==> src/rtl/tile_config_mem_rb.sv <==
// Flip-flop configuration memory for a fabric tile: one-hot frame writes, multi-strobe
// detection, sticky per-frame written flags and a handshaked single-frame readback port.
module tile_config_mem_rb #(
  parameter int MaxFramesPerCol = 20,
  parameter int FrameBitsPerRow = 32,
  parameter int NoConfigBits    = 358,
  localparam int NF  = (NoConfigBits + FrameBitsPerRow - 1) / FrameBitsPerRow,
  localparam int FIW = (MaxFramesPerCol > 1) ? $clog2(MaxFramesPerCol) : 1
) (
  input  logic                       CLK,
  input  logic                       resetn,
  input  logic [FrameBitsPerRow-1:0] FrameData,
  input  logic [MaxFramesPerCol-1:0] FrameStrobe,
  output logic [NoConfigBits-1:0]    ConfigBits,
  output logic [MaxFramesPerCol-1:0] frame_written,
  output logic                       strobe_err,
  input  logic                       rb_req,
  input  logic [FIW-1:0]             rb_frame,
  output logic                       rb_busy,
  output logic                       rb_valid,
  input  logic                       rb_ready,
  output logic [FrameBitsPerRow-1:0] rb_data
);

  localparam int CW = $clog2(MaxFramesPerCol + 1);

  if (NF > MaxFramesPerCol) begin : g_nf_check
    $error("tile_config_mem_rb: NoConfigBits needs more frames than MaxFramesPerCol");
  end

  typedef enum logic [1:0] {
    RB_IDLE    = 2'd0,
    RB_CAPTURE = 2'd1,
    RB_VALID   = 2'd2
  } rb_state_e;

  function automatic logic [CW-1:0] strobe_count(input logic [MaxFramesPerCol-1:0] s);
    logic [CW-1:0] c;
    c = '0;
    for (int i = 0; i < MaxFramesPerCol; i++) begin
      c = c + CW'(s[i]);
    end
    return c;
  endfunction

  // Gather the stored bits of frame idx; unmapped bits and unused frames read as zero.
  function automatic logic [FrameBitsPerRow-1:0] frame_value(input logic [FIW-1:0] idx,
                                                             input logic [NoConfigBits-1:0] cfg);
    logic [FrameBitsPerRow-1:0] v;
    v = '0;
    for (int k = 0; k < NoConfigBits; k++) begin
      v[k % FrameBitsPerRow] = v[k % FrameBitsPerRow] |
                               (cfg[k] & (idx == FIW'(k / FrameBitsPerRow)));
    end
    return v;
  endfunction

  logic [CW-1:0]              strobe_cnt_s;
  logic                       single_s;
  logic                       multi_s;

  logic [NoConfigBits-1:0]    cfg_q, cfg_d;
  logic [MaxFramesPerCol-1:0] frame_written_q, frame_written_d;
  logic                       strobe_err_q, strobe_err_d;

  rb_state_e                  rb_state_q, rb_state_d;
  logic [FIW-1:0]             rb_idx_q, rb_idx_d;
  logic [FrameBitsPerRow-1:0] rb_data_q, rb_data_d;
  logic                       rb_busy_q, rb_busy_d;
  logic                       rb_valid_q, rb_valid_d;

  assign strobe_cnt_s = strobe_count(FrameStrobe);
  assign single_s     = (strobe_cnt_s == CW'(1));
  assign multi_s      = (strobe_cnt_s > CW'(1));

  // Frame write path; a strobe beyond the used frames only marks the frame as written.
  always_comb begin
    cfg_d = cfg_q;
    for (int k = 0; k < NoConfigBits; k++) begin
      cfg_d[k] = (single_s && FrameStrobe[k / FrameBitsPerRow]) ?
                 FrameData[k % FrameBitsPerRow] : cfg_q[k];
    end
    frame_written_d = single_s ? (frame_written_q | FrameStrobe) : frame_written_q;
    strobe_err_d    = multi_s;
  end

  // Readback next state; capture reads cfg_q so a same-edge write is not seen.
  always_comb begin
    rb_state_d = rb_state_q;
    rb_idx_d   = rb_idx_q;
    rb_data_d  = rb_data_q;
    rb_busy_d  = rb_busy_q;
    rb_valid_d = rb_valid_q;
    case (rb_state_q)
      RB_IDLE: begin
        if (rb_req) begin
          rb_idx_d   = rb_frame;
          rb_state_d = RB_CAPTURE;
          rb_busy_d  = 1'b1;
        end else begin
          rb_busy_d  = 1'b0;
        end
      end
      RB_CAPTURE: begin
        rb_data_d  = frame_value(rb_idx_q, cfg_q);
        rb_state_d = RB_VALID;
        rb_busy_d  = 1'b1;
        rb_valid_d = 1'b1;
      end
      RB_VALID: begin
        if (rb_ready) begin
          rb_state_d = RB_IDLE;
          rb_busy_d  = 1'b0;
          rb_valid_d = 1'b0;
        end else begin
          rb_valid_d = 1'b1;
        end
      end
      default: begin
        rb_state_d = RB_IDLE;
        rb_busy_d  = 1'b0;
        rb_valid_d = 1'b0;
      end
    endcase
  end

  // Configuration storage and write status flags.
  always_ff @(posedge CLK or negedge resetn) begin
    if (!resetn) begin
      cfg_q           <= '0;
      frame_written_q <= '0;
      strobe_err_q    <= 1'b0;
    end else begin
      cfg_q           <= cfg_d;
      frame_written_q <= frame_written_d;
      strobe_err_q    <= strobe_err_d;
    end
  end

  // Readback FSM state and its registered outputs.
  always_ff @(posedge CLK or negedge resetn) begin
    if (!resetn) begin
      rb_state_q <= RB_IDLE;
      rb_idx_q   <= '0;
      rb_data_q  <= '0;
      rb_busy_q  <= 1'b0;
      rb_valid_q <= 1'b0;
    end else begin
      rb_state_q <= rb_state_d;
      rb_idx_q   <= rb_idx_d;
      rb_data_q  <= rb_data_d;
      rb_busy_q  <= rb_busy_d;
      rb_valid_q <= rb_valid_d;
    end
  end

  assign ConfigBits    = cfg_q;
  assign frame_written = frame_written_q;
  assign strobe_err    = strobe_err_q;
  assign rb_busy       = rb_busy_q;
  assign rb_valid      = rb_valid_q;
  assign rb_data       = rb_data_q;

endmodule

==> config.mk <==
export PLATFORM = sky130hd
export DESIGN_NAME = tile_config_mem_rb
export DESIGN_NICKNAME = d
export VERILOG_FILES = /design/src/rtl/tile_config_mem_rb.sv
export SDC_FILE = /design/constraint.sdc
export NUM_CORES = 1
export LEC_CHECK = 0
export CAP_MARGIN = 10
export CORE_MARGIN = 2
export CORE_UTILIZATION = 40
export DETAILED_ROUTE_END_ITERATION = 10
export PLACE_DENSITY = 0.67
export RECOVER_POWER = 25
export SYNTH_ARGS = -nofsm -noshare
export SYNTH_HDL_FRONTEND = slang
export SYNTH_SLANG_ARGS = --single-unit
export TNS_END_PERCENT = 20
==> constraint.sdc <==
create_clock -name CLK -period 4.3 [get_ports CLK]
set_input_delay 0.86 -clock CLK [delete_from_list [all_inputs] [get_ports CLK]]
set_output_delay 0.86 -clock CLK [all_outputs]
set_load 0.05 [all_outputs]
Word-level counts from Yosys, hierarchy flattened. Index checks and enable logic that the tools add are counted.

Flip-flop bits (word level): 420. Bits in latches: 0. Bits in writable memories: 0. Bits in read-only memories: 0. Input bits: 61. Logic and storage cells: 764. Memories: 0.

Add/sub/neg operators: 19. Multiply operators: 0. Div/mod/pow operators: 0. Magnitude comparators: 1. Equal/unequal tests: 16. Shift operators: 0. Muxes and demuxes: 8. Bitwise logic cells: 685. Reduce and logical (&&, ||, !) cells: 16.

Operators with widths (number): 1-bit bitwise AND (358); 1-bit bitwise OR (326); 5-bit by 1-bit adder with 5-bit output (15); 5-bit by 3-bit equality test with 1-bit output (second input constant) (4); 5-bit by 4-bit equality test with 1-bit output (second input constant) (4); 20-bit bitwise OR (1); 1-bit logical AND (12); 5-bit by 1-bit equality test with 1-bit output (second input constant) (2); 5-bit by 2-bit equality test with 1-bit output (second input constant) (2); 1-bit one-hot mux with 3 select lines (2); 2-bit one-hot mux with 3 select lines (1); 4-bit by 1-bit adder with 5-bit output (1); 5-bit by 1-bit > comparator with 1-bit output (second input constant) (1); 5-bit logical NOT (1); 3-bit by 1-bit adder with 4-bit output (1); 2-bit 2-to-1 mux (2); 2-bit inequality test (second input constant) (2); 2-bit AND reduction (2); 2-bit by 1-bit adder with 3-bit output (1); 1-bit 2-to-1 mux (3); 1-bit by 1-bit adder with 2-bit output (1); 2-bit by 1-bit equality test with 1-bit output (second input constant) (1); 2-bit equality test (second input constant) (1); 2-bit logical NOT (1).

Logic depth before layout (Yosys ltp).
Depth in word-level cells: 21. Gate-level depth with buffers: 18.

Worst setup path after synthesis. Ideal clock, no wire load.

Kind: in2reg. Start: input port FrameStrobe[0]. End: register cfg_q[291], in the netlist ConfigBits[291]. Setup time: 0.125 ns. Arrival: 5.272 ns. Data required time: 4.175 ns. Setup slack: -1.097 ns. Cell stages on the path: 17. Buffers on the path: 3. Path through: fa_1 > inv_1 > fa_1 > fa_1 > fa_1 > fa_1 > inv_1 > ha_1 > inv_1 > fa_1 > nor4b_2 > and3b_1 > buf_6 > and2_1 > buf_4 > buf_6 > mux2_4.

Word-level cells in the longest chain between the ends: 21.

RTL lines: start: declaration (line 13) `input logic [MaxFramesPerCol-1:0] FrameStrobe,`; 1-bit by 1-bit adder with 2-bit output (line 41) `c = c + CW'(s[i]);`; 2-bit by 1-bit adder with 3-bit output (line 41); 3-bit by 1-bit adder with 4-bit output (line 41); 4-bit by 1-bit adder with 5-bit output (line 41); 5-bit by 1-bit adder with 5-bit output (15 in series) (line 41); 5-bit by 1-bit equality test with 1-bit output (line 73) `assign single_s = (strobe_cnt_s == CW'(1));`; 1-bit logical AND (line 80) `cfg_d[k] = (single_s && FrameStrobe[k / FrameBitsPerRow]) ?`; end signal: assignment (line 134) `cfg_q <= cfg_d;`; end: declaration (line 62) `logic [NoConfigBits-1:0] cfg_q, cfg_d;`.

Every way passes these cells. A chain may end at the register's enable or synchronous reset.

Final worst setup path.
Start: input port FrameStrobe[13]. End: register cfg_q[38], in the netlist ConfigBits[38].

Word-level cells in the longest chain between the ends: 9.

RTL lines (line): 5-bit by 1-bit adder with 5-bit output (7 in series) (41); 5-bit by 1-bit equality test with 1-bit output (73); 1-bit logical AND (80).

Every way passes these cells.

==> impl_metrics.ini <==
[status]
outcome = finished, violations left
violations = capacitance limit, slew limit, setup timing

[die]
rows = 80
num_io_pins = 474
dieHeight_um = 225
core_mm2 = 0.0479
die_x_um = 225
start_util_pct = 40.7
die_area_mm2 = 0.0506

[cells_and_area]
final_cell_mix = clkdlybuf4s50_1, dfrtp_1, mux2_4
layout.nets = 2014
final_common_cell = clkdlybuf4s50_1
drive_above_1_share_pct = 32.9
areaGrowthSynthToFinish_pct = 47.4
n_fill_cell = 3707
multi_input_area_mm2 = 0.00915
stdcell_count = 2583
seq_area_mm2 = 0.0105
final_area_mm2 = 0.0288

[synthesis]
async_flop_share_pct = 100
yosysSeqAreaShare_pct = 53.8
ys_ff_latch = 420
ys_warn_count = 0
syn_inst = 1409
yosys.area.top_type = dfrtp_1
synth_top_family_by_area = multiplexers
synthAdderAreaFrac_pct = 2.08
synth.distinct_cells = 56
synthFlopType = dfrtp_1
syn-num-nets = 1494
synth_top_area_share_pct = 53.8
synthMuxAreaShare_pct = 27.6
synth_xor_area_share_pct = 0
synth_edf_count = 0
avgSynthCellArea_um2 = 13.9
synth.area.top_cells = dfrtp_1, mux2_2, mux2_4, mux2i_1, buf_6
synth-compound-area-share_pct = 7.28
synthSimpleGateAreaFrac_pct = 4.43
syn_area_mm2 = 0.0195

[drt]
wl_met2_um = 38200
post_drt_via_cell_ratio = 5.91
vias = 15278
route.detailed.drc = 0
wl_met1_um = 34800
wl_per_cell_um = 32.5
dr.pass1.iters = 7
drtIter0Drc = 1550
met3_length_um = 8110
drtAntennaViolNets = 0
wl_um = 84100
highest_layer = met5

[sta]
fin_skew_ps = 20.0
tightest_slew_ps = 3800
period_needed_ps = 5310
setup_violations = 379
finalCritPeriodShare_pct = 123
hold_slack_ps = 458
tns_ps = -321860
slew_viol_final = 63
hold_viol = 0
fmax_mhz = 188
relSlewSlack_pct = -153
layout_setup_ws_ps = -1010
rsz0062_at_grt = true

[setup_path]
rrSetupSlack_ps = 1090
required_ps = 4760
cp_slowest_cell = fa_1
crit_arrival_ps = 5770
crit_type = in -> reg
crit_path_max_fanout = 8
cp_slowest_stage_delay_ps = 520
setup.worst_path.start_class = input port
crit_chain = buf_2 > fa_1 > fa_1 > inv_2 > fa_1 > fa_1 > fa_1 > inv_2 > ha_4 > inv_2 > fa_2 > nor4b_4 > and3b_2 > buf_6 > buf_16 > and2_4 > clkbuf_16 > mux2_4
reg2reg_to = rb_data[21]
reg2reg_depth = 6
reg2reg_from = rb_idx_q[3]
worst_setup_path_end_kind = register
crit_start = FrameStrobe[13]
crit_end = ConfigBits[38]
path_common_cell = fa_1

[place]
hpwl_um = 53100
placed_area_mm2 = 0.0251
port_buffers = 473
dp.cells = 2444
place_congestion = 0.874

[worst_hold_path]
holdCritPathClass = reg -> reg

[global_routing]
grt_start_max_net_pins = 120
grt-ovfl-total = 0
groute.usage.overall_pct = 32.0
grt_pass1_vias = 15573
antenna_found_initial = 2
grt_pass1_wl_um = 116000

[clock_network]
clk_latency_ps = 590
cts_htree_levels = 2
cts_tree = done
clk_pin_slew_worst_paths_ps = 60
clock-sinks = 420
cts_buffers = 48
clockRootBuffer = clkbuf_16
clk_path_buf_depth = 3

[flow_run]
drv_cap = 1
[worst max-delay path: cells and delay by family]
kind | cells | cell delay (ps)
adders and majority gates | 7 | 3070
muxes | 1 | 310
and+or+nand+nor | 3 | 740
buffers and inverters | 7 | 750
[per-layer routing]
layer	GRT usage, %	vias up
met3	8.80	176
met5	0	-
met1	43.9	8085
met4	10.6	2
li1	-	6134
met2	48.9	881
[worst min-delay path by stage]
stage	from	to	slack, ps	cells past startpoint
floorplan	rb_state_q[1]	rb_state_q[1]	510	1
global placement	frame_written[16]	frame_written[16]	440	1
detailed placement	frame_written[16]	frame_written[16]	450	1
CTS	resetn	rb_valid	230	1
global route	frame_written[16]	frame_written[16]	480	1
finish	frame_written[14]	frame_written[14]	460	1
[logic make-up (layout without fill, tap and decap cells)]
| logic type | count (synthesis) | count (layout) |
|---|---|---|
| AO/OA/AOI/OAI | 200 | 200 |
| adder cells (fa/ha/maj) | 24 | 24 |
| buffers and inverters | 147 | 705 |
| flip-flops | 420 | 420 |
| multiplexers | 450 | 450 |
| other | 0 | 1 |
| AND/OR/NAND/NOR | 168 | 168 |
[registers in the layout, summed over array words and instances (netlist names)]
signal / count
rb_valid: 1
rb_busy: 1
strobe_err: 1
rb_data: 32
rb_state_q: 2
frame_written: 20
rb_idx_q: 5
ConfigBits: 358
[timing repair]
| item | CTS | global route |
|---|---|---|
| setup endpoints to repair | 379 | 379 |
| hold endpoints to repair | 0 | 0 |
| hold buffers | 0 | 0 |
| cloned | 13 | 10 |
| gates resized for setup | 288 | 67 |
| buffers inserted | 14 | 16 |
| pin swaps | 13 | 15 |
[metrics by stage]
stage	setup slack [ps]	util (%)
5_1_grt	-1110	60.0
3_3_place_gp	-1770	52.4
3_5_place_dp	-1940	52.4
6_report	-1010	60.0
2_1_floorplan	-1030	-
4_1_cts	-984	58.9
[cell usage after synthesis (all sizes together) (2+ instances only)]
cell type  instances
or3                2
o32ai              5
nand3              2
a31oi             17
nor3b              2
a22oi             35
and2              11
nand4              3
nor3              18
a211oi             5
nand2b             9
a2111oi            3
o22ai             10
a21o               8
o32a               6
mux2i             66
nand2             40
inv               26
a21oi             33
a41oi              2
nor2              60
buf               75
or3b               2
a221o              3
nor2b              5
a221oi            25
a22o              12
dfrtp            420
o2bb2ai            4
ha                10
fa                14
mux2             380
o21ai             25
o22a               2
or2               10
clkbuf            46
mux4               4
[area by class of cell]
class	count	share of cell area, %
clock inverter	18	0.848
inverter	26	0.339
clock buffer	70	4.99
sequential	420	36.6
antenna	1	0.00870
timing repair buffer	591	22.8
multi-input combinational	842	31.8
tap	615	2.67
Power is not shown: default switching activity piles up to over one toggle a cycle in this logic, so the estimate is an artifact.
